==> src/rtl/seg_scan_display.sv <==
// 8-digit multiplexed 7-segment viewer for the CPU buses and registers.
// Snapshots are taken once per frame so digits never tear mid-scan.
module seg_scan_display #(
  parameter int SCAN_DIV = 50000,
  parameter int BLANK    = 4
) (
  input  logic        clk,
  input  logic        rst,
  input  logic [15:0] addr,
  input  logic [7:0]  data_in,
  input  logic [7:0]  data_out,
  input  logic        read,
  input  logic        write,
  input  logic [7:0]  irout,
  input  logic [7:0]  r0dbus,
  input  logic [7:0]  r1dbus,
  input  logic [7:0]  r2dbus,
  input  logic [7:0]  r3dbus,
  input  logic        zout,
  input  logic [1:0]  disp_mode,
  input  logic        freeze,
  output logic [7:0]  an,
  output logic [6:0]  seg,
  output logic        dp
);

  localparam int              DW       = $clog2(SCAN_DIV);
  localparam logic [DW-1:0]   DIV_LAST = DW'(SCAN_DIV - 1);
  localparam logic [DW-1:0]   BLANK_N  = DW'(BLANK);

  localparam logic [1:0] MODE_BUS  = 2'b00;
  localparam logic [1:0] MODE_OPS  = 2'b01;
  localparam logic [1:0] MODE_REGS = 2'b10;
  localparam logic [1:0] MODE_OFF  = 2'b11;

  function automatic logic [6:0] hex7(input logic [3:0] n);
    case (n)
      4'h0: hex7 = 7'h40; 4'h1: hex7 = 7'h79; 4'h2: hex7 = 7'h24; 4'h3: hex7 = 7'h30;
      4'h4: hex7 = 7'h19; 4'h5: hex7 = 7'h12; 4'h6: hex7 = 7'h02; 4'h7: hex7 = 7'h78;
      4'h8: hex7 = 7'h00; 4'h9: hex7 = 7'h10; 4'hA: hex7 = 7'h08; 4'hB: hex7 = 7'h03;
      4'hC: hex7 = 7'h46; 4'hD: hex7 = 7'h21; 4'hE: hex7 = 7'h06; default: hex7 = 7'h0E;
    endcase
  endfunction

  function automatic logic [7:0] reg_sel(input logic [1:0] n, input logic [7:0] a,
                                         input logic [7:0] b, input logic [7:0] c,
                                         input logic [7:0] d);
    case (n)
      2'd0:    reg_sel = a;
      2'd1:    reg_sel = b;
      2'd2:    reg_sel = c;
      default: reg_sel = d;
    endcase
  endfunction

  logic [DW-1:0] r_div;
  logic [2:0]    r_idx;
  logic [31:0]   r_snap;
  logic [1:0]    r_snap_mode;
  logic          r_snap_z;

  logic          w_tick, w_frame;
  logic [7:0]    w_bb, w_rs, w_rd;
  logic [31:0]   w_snap_nx;
  logic [3:0]    w_nib;
  logic          w_blank, w_dp_low;

  assign w_tick  = (r_div == DIV_LAST);
  assign w_frame = w_tick && (r_idx == 3'd7);

  // data_out may float when not writing, so it only reaches the mux under write
  assign w_bb = write ? data_out : (read ? data_in : 8'h00);
  assign w_rs = reg_sel(irout[3:2], r0dbus, r1dbus, r2dbus, r3dbus);
  assign w_rd = reg_sel(irout[1:0], r0dbus, r1dbus, r2dbus, r3dbus);

  always_comb begin
    w_snap_nx = {addr, w_bb, irout};
    case (disp_mode)
      MODE_OPS:  w_snap_nx = {w_rd, w_rs, irout, 7'b0, zout};
      MODE_REGS: w_snap_nx = {r0dbus, r1dbus, r2dbus, r3dbus};
      default:   w_snap_nx = {addr, w_bb, irout};
    endcase
  end

  always_ff @(posedge clk or negedge rst) begin
    if (!rst) begin
      r_div       <= '0;
      r_idx       <= 3'd0;
      r_snap      <= 32'h0;
      r_snap_mode <= MODE_BUS;
      r_snap_z    <= 1'b0;
    end else begin
      r_div <= w_tick ? '0 : r_div + 1'b1;
      if (w_tick) r_idx <= r_idx + 3'd1;
      if (w_frame && !freeze) begin
        r_snap      <= w_snap_nx;
        r_snap_mode <= disp_mode;
        r_snap_z    <= zout;
      end
    end
  end

  assign w_nib    = r_snap[{r_idx, 2'b00} +: 4];
  assign w_blank  = (r_snap_mode == MODE_OFF) || (r_div < BLANK_N);
  assign w_dp_low = ((r_idx == 3'd4) && (r_snap_mode == MODE_BUS)) ||
                    ((r_idx == 3'd0) && r_snap_z);

  always_ff @(posedge clk or negedge rst) begin
    if (!rst) begin
      an  <= 8'hFF;
      seg <= 7'h7F;
      dp  <= 1'b1;
    end else if (w_blank) begin
      an  <= 8'hFF;
      seg <= 7'h7F;
      dp  <= 1'b1;
    end else begin
      an  <= ~(8'b1 << r_idx);
      seg <= hex7(w_nib);
      dp  <= ~w_dp_low;
    end
  end

endmodule

==> config.mk <==
export PLATFORM = sky130hd
export DESIGN_NAME = seg_scan_display
export DESIGN_NICKNAME = d
export VERILOG_FILES = /design/src/rtl/seg_scan_display.sv
export SDC_FILE = /design/constraint.sdc
export NUM_CORES = 1
export LEC_CHECK = 0
export ABC_CLOCK_PERIOD_IN_PS = 2700
export CAP_MARGIN = 20
export CORE_ASPECT_RATIO = 1.4
export CORE_MARGIN = 10
export CORE_UTILIZATION = 30
export CTS_BUF_LIST = sky130_fd_sc_hd__clkbuf_8
export DETAILED_ROUTE_END_ITERATION = 10
export SLEW_MARGIN = 10
export SYNTH_ARGS = -nofsm -noshare
export SYNTH_HDL_FRONTEND = slang
export SYNTH_SLANG_ARGS = --single-unit
==> constraint.sdc <==
create_clock -name clk -period 2.7 [get_ports clk]
set_input_delay 0.54 -clock clk [delete_from_list [all_inputs] [get_ports clk]]
set_output_delay 0.54 -clock clk [all_outputs]
set_load 0.01 [all_outputs]
==> impl_metrics.json <==
{
  "status": "finished clean",
  "clockBufferDepth": 2,
  "ir_worst_vdd_mv": 0.237,
  "arrival_ps": 2700,
  "path_clk_slew_ps": 80,
  "cp-end-kind": "register",
  "slew-limit-headroom_pct": 40.8,
  "postCtsResizedCells": 0,
  "gp_congestion": 0.914,
  "totalWireLength_um": 12000,
  "yosys.area.top_type_share_pct": 31.7,
  "drive_above_1_share_pct": 15.1,
  "postSynthCellCount": 428,
  "cts_tree": "done",
  "async_flop_share_pct": 100,
  "skew_ps": 10.7,
  "dpl.hpwl_um": 9580,
  "h-tree-depth": 3,
  "crit_required_ps": 2960,
  "cts_made_buffers": 9,
  "area_delta_synth_final_pct": 32.5,
  "r2r-start": "r_idx[0]",
  "antenna_found_initial": 0,
  "nets": 613,
  "worstMarginPinSlew_ps": 887,
  "cts_hold_buf": 0,
  "route.detailed.drc": 0,
  "final_area_um2": 5650,
  "post_cts_buffers": 0,
  "fin_setup_tns_ps": 0,
  "num_vias": 3601,
  "worstHoldPathType": "in2async",
  "leakagePower_nw": 2.34,
  "setup_viol": 0,
  "finalCriticalPeriod_ps": 2440,
  "fp-row-count": 51,
  "maxSlewViolCount": 0,
  "clk_root_buffer_cell": "clkbuf_8",
  "dr.pass1.iters": 5,
  "hold_viol_final": 0,
  "yosys_warnings": 0,
  "synth_top_area_cell": "dfrtp_1",
  "clock_sinks": 70,
  "numPortBuffers": 95,
  "clock_latency_ps": 360,
  "fin_crit_sh_pct": 90.4,
  "syn_area_per_cell_um2": 9.96,
  "dp_cells": 693,
  "gr-usage-all-layers_pct": 12.5,
  "vias_per_cell": 5.08,
  "stdcell_count": 709,
  "fin_ws_ps": 259,
  "yosysUniqueCellTypes": 47,
  "fp.dieW_um": 121,
  "dieArea_um2": 19500,
  "drt-initial-drc-count": 192,
  "wl_per_cell_um": 16.9,
  "synth_edf_count": 0,
  "fmax_mhz": 410,
  "crit_path_start_kind": "register",
  "grt_max_degree": 52,
  "grt_pass1_vias": 3748,
  "max-cap-violations": 0,
  "core_area_um2": 13900,
  "ioPinCount": 96,
  "syn_area_um2": 4260,
  "antenna_cells": 0,
  "rsz0062_at_grt": "false",
  "synth_seq_area_share_pct": 41.5,
  "yosys-top-cells-area": "dfrtp_1 32%, mux4_2 12%, dfstp_2 9.9%, nand2_1 4.5%, a22oi_1 4.2%",
  "grt_pass1_wl_um": 19700,
  "setup.worst_path.start": "r_idx[0]",
  "crit_type": "reg2reg",
  "initial_core_util_pct": 30.7,
  "dpl_cell_area_um2": 5450,
  "grt_remaining_overflow": 0,
  "postRouteAntennaNets": 0,
  "crit_fanout": 9,
  "chipHeight_um": 161,
  "synth_ff_type": "dfrtp_1",
  "synth_nets": 522,
  "ys_ff_latch": 70,
  "dp_slack_ps": 247,
  "power_density_nw_per_um2": 400
}
-- cell usage after synthesis (all sizes together), types with 2 or more instances --
master   n
nand2   53
nor3     8
mux2     5
ha      14
o221ai   3
a221oi   8
nor4     3
inv     10
a21o     9
a21oi   28
xor2     7
o21ai   31
clkbuf  20
or3      2
nand3   16
dfrtp   54
nor2b    5
mux4    22
xnor2    7
nand4    2
mux2i    7
dfstp   16
buf     12
a22oi   25
nor2    37
a31oi    2
and2     3
a211oi   8
-- final cells by class --
class	instances	area [um^2]
fillers	1421	8260
multi-input cells	315	2310
well taps	185	231
clock buffers	11	151
repair buffers	112	1100
flip-flops and latches	70	1770
inverters	11	41.3
clock inverters	5	50.0
-- metrics by stage --
stage	hold WS [ps]	utilization, %	total power, W
3_5_place_dp	464	39.2	0.00142
2_1_floorplan	244	-	0.00122
3_3_place_gp	455	39.2	0.00142
4_1_cts	197	40.6	0.00229
6_report	195	40.6	0.00226
5_1_grt	233	40.6	0.00236
-- where the power goes --
group	internal [W]	switching [W]	leakage [nW]	total (W)
Clock	0.000469	0.000392	0.108	0.000861
Combinational	0.000193	0.000159	1.32	0.000352
Sequential	0.00105	0	0.907	0.00105
-- path summary, 6_finish.rpt --
check | slack (ps) | cells after the start | to
setup / recovery | 260 | 8 | seg[3]
hold / removal | 200 | 1 | r_div[7]
setup reg to reg | 260 | 8 | seg[3]
hold reg to reg | 480 | 2 | r_snap[18]
max in group asynchronous | 1860 | 2 | r_snap[24]
min in group clk | 480 | 2 | r_snap[18]
-- sequential cells by signal (all words and copies together) (netlist names) --
register / count
dp: 1
r_idx: 3
r_snap: 32
an: 8
r_snap_z: 1
r_snap_mode: 2
seg: 7
r_div: 16
-- critical path: stages (launching register included) --
cell and delay, ps:
dfrtp_1 610, mux4_2 570, mux2i_1 190, inv_1 90
ha_1 240, inv_1 90, nor3_1 70, a2111oi_0 410
a31oi_1 80
-- kinds of logic (layout without fill, tap and decap cells) --
family / after synthesis / after routing / synth area share [%]
adder cells (fa/ha/maj): 14 / 14 / 4.11
AND/OR/NAND/NOR: 132 / 132 / 13.6
multiplexers: 34 / 34 / 14.9
flip-flops: 70 / 70 / 41.5
XOR/XNOR: 14 / 14 / 2.88
buffers and inverters: 43 / 139 / 4.34
AO/OA/AOI/OAI: 121 / 121 / 18.7
-- per-layer routing --
| layer | share of wire [%] | GRT usage (%) |
|---|---|---|
| met5 | 0 | 0 |
| met4 | 1.9 | 4.90 |
| met3 | 7.0 | 4.08 |
| met2 | 48 | 20.3 |
| met1 | 43 | 14.7 |
-- layout by cell type, fill, tap and decap left out, drive strengths merged, types with 9 or more instances in the layout --
cell | synthesis | final
a21o | 9 | 9
a21oi | 28 | 28
a22oi | 25 | 25
buf | 12 | 18
clkbuf | 20 | 11
clkdlybuf4s50 | 0 | 94
dfrtp | 54 | 54
dfstp | 16 | 16
ha | 14 | 14
inv | 10 | 12
mux4 | 22 | 22
nand2 | 53 | 53
nand3 | 16 | 16
nor2 | 37 | 37
o21ai | 31 | 31
No activity file was read; power rests on OpenSTA's default activity.
